`src/rtl/pio_edge_irq.sv`:
```
// pio_edge_irq: parametrised Avalon-MM input PIO with edge-capture interrupts.
//
// Data path per input bit:
//   in_port -> synchroniser (SYNC_STAGES flops) -> debounce filter (filt)
//           -> one-cycle delayed copy (filt_dly) -> edge detect
//           -> sticky edge_capture (write-1-to-clear) -> masked, registered irq.
//
// Avalon access semantics: there is no handshake. The bus holds the slave
// for exactly one cycle per access; wr = chipselect & ~write_n is acted on at
// the same clock edge, and readdata is refreshed from the address decode on
// every edge (chipselect is ignored for reads), giving a fixed one-cycle read
// latency.
//
// Register map (word addresses):
//   0 data         RO   debounced input levels (filt)
//   1 reserved     RO   reads 0, writes ignored
//   2 irq_mask     RW
//   3 edge_capture RO bits, write 1 to clear a bit

module pio_edge_irq #(
    parameter int DATA_WIDTH      = 4,  // channel count, 1..32
    parameter int SYNC_STAGES     = 2,  // synchroniser depth, 2..4
    parameter int DEBOUNCE_CYCLES = 1,  // cycles a new level must persist, 1..65535
    parameter int EDGE_TYPE       = 0   // 0 rising, 1 falling, 2 any
) (
    input  logic                  clk,
    input  logic                  reset,
    input  logic [1:0]            address,
    input  logic                  chipselect,
    input  logic                  write_n,
    input  logic [DATA_WIDTH-1:0] writedata,
    input  logic [DATA_WIDTH-1:0] in_port,
    output logic [DATA_WIDTH-1:0] readdata,
    output logic                  irq
);

    // One extra bit over clog2 so DEBOUNCE_CYCLES = 1 still has a legal width
    // and the terminal count DEBOUNCE_CYCLES-1 always fits.
    localparam int              CNT_W    = $clog2(DEBOUNCE_CYCLES) + 1;
    localparam logic [CNT_W-1:0] CNT_LAST = CNT_W'(DEBOUNCE_CYCLES - 1);
    localparam logic [CNT_W-1:0] CNT_SAT  = '1;

    localparam logic [1:0] ADDR_DATA = 2'd0;
    localparam logic [1:0] ADDR_RSVD = 2'd1;
    localparam logic [1:0] ADDR_MASK = 2'd2;
    localparam logic [1:0] ADDR_CAP  = 2'd3;

    // ------------------------------------------------------------------
    // State
    // ------------------------------------------------------------------
    logic [SYNC_STAGES-1:0][DATA_WIDTH-1:0] sync_q, sync_d;
    logic [DATA_WIDTH-1:0][CNT_W-1:0]       cnt_q, cnt_d;
    logic [DATA_WIDTH-1:0]                  filt_q, filt_d;
    logic [DATA_WIDTH-1:0]                  filt_dly_q, filt_dly_d;
    logic [DATA_WIDTH-1:0]                  irq_mask_q, irq_mask_d;
    logic [DATA_WIDTH-1:0]                  edge_capture_q, edge_capture_d;
    logic [DATA_WIDTH-1:0]                  readdata_q, readdata_d;
    logic                                   irq_q, irq_d;

    // ------------------------------------------------------------------
    // Combinational helpers
    // ------------------------------------------------------------------
    logic                  wr;
    logic [DATA_WIDTH-1:0] sync_last;
    logic [DATA_WIDTH-1:0] edge_det;
    logic [DATA_WIDTH-1:0] cap_clr;

    // Bus write strobe and the W1C clear vector for the capture register.
    always_comb begin
        wr      = chipselect & ~write_n;
        cap_clr = '0;
        if (wr && (address == ADDR_CAP)) begin
            cap_clr = writedata;
        end
    end

    // Synchroniser shift chain: stage 0 samples the raw pins.
    always_comb begin
        sync_d    = sync_q;
        sync_d[0] = in_port;
        for (int k = 1; k < SYNC_STAGES; k++) begin
            sync_d[k] = sync_q[k-1];
        end
        sync_last = sync_q[SYNC_STAGES-1];
    end

    // Per-bit debounce: a differing level must be seen DEBOUNCE_CYCLES
    // consecutive cycles before filt follows it. Any cycle where the
    // synchronised input agrees with filt restarts the count, so a glitch
    // shorter than the window never propagates.
    always_comb begin
        cnt_d  = cnt_q;
        filt_d = filt_q;
        for (int i = 0; i < DATA_WIDTH; i++) begin
            if (sync_last[i] == filt_q[i]) begin
                cnt_d[i] = '0;
            end else if (cnt_q[i] == CNT_LAST) begin
                filt_d[i] = sync_last[i];
                cnt_d[i]  = '0;
            end else if (cnt_q[i] != CNT_SAT) begin
                cnt_d[i] = cnt_q[i] + 1'b1;
            end
        end
    end

    // Delayed copy of the filtered level, used only for edge detection.
    always_comb begin
        filt_dly_d = filt_q;
    end

    // Edge detector, selected at elaboration time.
    always_comb begin
        edge_det = '0;
        case (EDGE_TYPE)
            0:       edge_det = filt_q & ~filt_dly_q;
            1:       edge_det = ~filt_q & filt_dly_q;
            default: edge_det = filt_q ^ filt_dly_q;
        endcase
    end

    // Capture is sticky; a fresh edge beats a same-cycle W1C so an event
    // arriving while software clears the bit is never lost.
    always_comb begin
        edge_capture_d = edge_det | (edge_capture_q & ~cap_clr);
    end

    // Interrupt mask register, plain read/write.
    always_comb begin
        irq_mask_d = irq_mask_q;
        if (wr && (address == ADDR_MASK)) begin
            irq_mask_d = writedata;
        end
    end

    // Interrupt is the OR of pending-and-enabled bits; masking drops irq
    // without touching the captured bits.
    always_comb begin
        irq_d = |(edge_capture_q & irq_mask_q);
    end

    // Read mux, evaluated every cycle regardless of chipselect.
    always_comb begin
        readdata_d = '0;
        case (address)
            ADDR_DATA: readdata_d = filt_q;
            ADDR_RSVD: readdata_d = '0;
            ADDR_MASK: readdata_d = irq_mask_q;
            ADDR_CAP:  readdata_d = edge_capture_q;
            default:   readdata_d = '0;
        endcase
    end

    // ------------------------------------------------------------------
    // Registers
    // ------------------------------------------------------------------

    // Input synchroniser and debounce state.
    always_ff @(posedge clk or posedge reset) begin
        if (reset) begin
            sync_q     <= '0;
            cnt_q      <= '0;
            filt_q     <= '0;
            filt_dly_q <= '0;
        end else begin
            sync_q     <= sync_d;
            cnt_q      <= cnt_d;
            filt_q     <= filt_d;
            filt_dly_q <= filt_dly_d;
        end
    end

    // Software-visible registers and the registered outputs.
    always_ff @(posedge clk or posedge reset) begin
        if (reset) begin
            irq_mask_q     <= '0;
            edge_capture_q <= '0;
            readdata_q     <= '0;
            irq_q          <= 1'b0;
        end else begin
            irq_mask_q     <= irq_mask_d;
            edge_capture_q <= edge_capture_d;
            readdata_q     <= readdata_d;
            irq_q          <= irq_d;
        end
    end

    assign readdata = readdata_q;
    assign irq      = irq_q;

endmodule

```
`config.mk`:
```
export PLATFORM = sky130hd
export DESIGN_NAME = pio_edge_irq
export DESIGN_NICKNAME = d
export VERILOG_FILES = /design/src/rtl/pio_edge_irq.sv
export SDC_FILE = /design/constraint.sdc
export NUM_CORES = 1
export LEC_CHECK = 0
export BUFFER_PORTS_ARGS = -buffer_cell sky130_fd_sc_hd__buf_4
export CAP_MARGIN = 20
export CELL_PAD_IN_SITES_DETAIL_PLACEMENT = 1
export CELL_PAD_IN_SITES_GLOBAL_PLACEMENT = 2
export CORE_MARGIN = 2
export CORE_UTILIZATION = 36
export CTS_CLUSTER_SIZE = 20
export DETAILED_ROUTE_END_ITERATION = 6
export HOLD_SLACK_MARGIN = 0.15
export PLACE_DENSITY = 0.79
export SLEW_MARGIN = 5
export SYNTH_ARGS = -nofsm -noshare
export SYNTH_HDL_FRONTEND = slang
export SYNTH_SLANG_ARGS = --single-unit
```
`constraint.sdc`:
```
create_clock -name clk -period 1.19 [get_ports clk]
set_clock_uncertainty 0.1 [all_clocks]
set_input_delay 0.119 -clock clk [delete_from_list [all_inputs] [get_ports clk]]
set_output_delay 0.119 -clock clk [all_outputs]
set_load 0.01 [all_outputs]
```
==> reports/metrics.cfg <==
[synth]
ys.flop_type=dfrtp_1
synth_edf_count=0
yosysSeqAreaShare_pct=70.1
synth_cells=69
synthTopCellsByArea=dfrtp_1 (70%), mux2_4 (5.8%), a22o_1 (3.4%), o221ai_1 (3.4%), inv_1 (3.3%)
synth_top_area_cell=dfrtp_1
ys_types=15
syn_avg_cell_area_um2=15.0
syn_nets=83
ys_warn_count=0
syn_area_um2=1030
synth-seq-cells=29
synthArstFlopShare_pct=100
yosysTopAreaCellShare_pct=70.1

[placed_design]
post-dp-hpwl_um=1310
gp_congestion=0.732
portBuffers=18

[die]
die_height_um=57.6
core-area_um2=2730
fp.dieArea_um2=3320
row_count=19
start_util_pct=37.8
die_w_um=57.6
ios=19

[critical_path]
crit_type=flip-flop to flip-flop
cp.required_ns=1.31
rr_worst_depth=2
crit_path_end_kind=flip-flop
worstSetupStartpointType=flip-flop
cpPeakStageDelay_ns=0.41
arrival_ns=1.24
crit_path_max_fanout=3
crit_chain=mux2_1 > a22o_1
cpMaxStageDelayCell=dfrtp_1

[cts]
cts_made_buffers=5
htree_levels=2
clk_pin_slew_ns=0.09
post_cts_buffers=0
cts_max_path_buffers=2
numClockSinks=29
cts_root_buf=clkbuf_4
clkLatencyLatePin_ns=0.32
cts_tree=yes

[flow_run]
drv_cap=0

[sta]
rsz0062_at_grt=false
hold_viol=0
layout_worst_path_cycle_share_pct=93.9
hold_slack_ns=0.116
tightest_slew_ns=0.352
drv_slew=0
fmax_mhz=895
finalSetupViolations=0
fin_crit_ns=1.12
tns_ns=0
slew_headroom_pct=76.5

[layout]
nFillCells=281
nNetsFinal=117
area_growth_pct=32.4
diodes=0
drive_above_1_share_pct=34.0

[routing]
wl_um=1980
drc=0
vias_per_cell=4.74
detail-route-antenna-nets=0
routedWlPerCell_um=14.8
vias=635
first_pass_iters=3
drtIter0Drc=15

[outcome]
status=completed

[power]
power.density_nw_per_um2=1440
irDropWorstVdd_mv=0.901
p_total_mw=1.97
power_leakage_nw=0.667

[grt]
grt_overflow_total=0
grt_pass1_vias=762
grt_use_total_pct=15.1
grt_pass1_wl_um=3510
grt_start_max_net_pins=30
grt_antenna_before_repair=0

[worst_hold_path]
min_path_type=primary input to flip-flop
worstHoldPathCells=3

[path summary, 6_finish.rpt]
check	start	to	slack (ns)
min reg2reg	sync_d[7]$_DFF_PP0_	sync_last[3]$_DFF_PP0_	0.25
max reg2reg	irq_mask_q[3]$_DFFE_PP0P_	readdata[3]$_DFF_PP0_	0.07
min	address[0]	readdata[3]$_DFF_PP0_	0.12
min in group asynchronous	reset	edge_capture_q[2]$_DFF_PP0_	0.31
max in group asynchronous	reset	sync_last[1]$_DFF_PP0_	0.42
max	irq_mask_q[3]$_DFFE_PP0P_	readdata[3]$_DFF_PP0_	0.07
[logic make-up after synthesis]
family | count (synthesis) | share of synthesized area [%]
compound gates | 10 | 8.22
buf+inv | 14 | 5.80
flops | 29 | 70.1
mux | 8 | 10.2
simple gates | 8 | 5.68
[per-layer routing]
| layer | track usage (%) | vias up | routed length, um |
|---|---|---|---|
| li1 | - | 297 | - |
| met1 | 18.1 | 310 | 847 |
| met2 | 22.4 | 20 | 968 |
| met3 | 4.69 | 8 | 95 |
| met4 | 12.0 | 0 | 68 |
| met5 | 0 | - | 0 |
[placed cells by master (no fill, tap or decap), types with 2 or more instances in the layout]
master         netlist  layout
mux2_2               3       3
clkbuf_4             0       5
a22oi_1              2       2
inv_1                9       9
dfrtp_1             29      29
buf_4                0      21
o221ai_1             4       4
a22o_1               4       4
nand2b_1             4       4
dlygate4sd3_1        0      11
mux2_4               4       4
[registers in the layout, summed over array words and instances (netlist names)]
name	count
irq	1
readdata	4
irq_mask_q	4
sync_last	4
filt_dly_d	4
sync_d	4
filt_dly_q	4
edge_capture_q	4
[critical path, delay by kind of cell, from the launching register on]
family,cells,cell delay [ns]
mux,1,0.28
flops,1,0.41
compound gates,1,0.23
[power by group]
part	switching, mW	total, mW	internal, mW
logic	0.0956	0.262	0.166
registers	0.0479	1.11	1.07
clock network	0.313	0.591	0.278
[final cells by class]
class,count,area (um^2),share of cell area (%)
Clock buffer,7,55.1,4.02
Multi-Input combinational cell,26,249,18.2
Tap cell,31,38.8,2.83
Timing Repair Buffer,32,268,19.5
Inverter,9,33.8,2.47
Sequential cell,29,726,53.0
[Yosys cell counts (2+ instances only)]
master and number:
inv_1 9, mux2_4 4, clkbuf_1 4, nand2b_1 4
a22oi_1 2, mux2_2 3, o221ai_1 4, dfrtp_1 29
a22o_1 4
[metrics by stage]
step	instances	instance area, um^2	setup WS (ns)	util (%)
after floorplan	69	1030	0.0918	-
after global placement	116	1200	0.0476	44.1
after detailed placement	116	1200	0.0329	44.1
after CTS	132	1350	0.0688	49.4
after global routing	134	1370	0.0313	50.1
final	134	1370	0.0726	50.1
[repair_timing]
item | 4_1_cts | 5_1_grt
endpoints found under the hold margin | 45 | 4
resized for setup | 0 | 0
hold buffers | 9 | 2
Power figures use the tool's default switching activity.
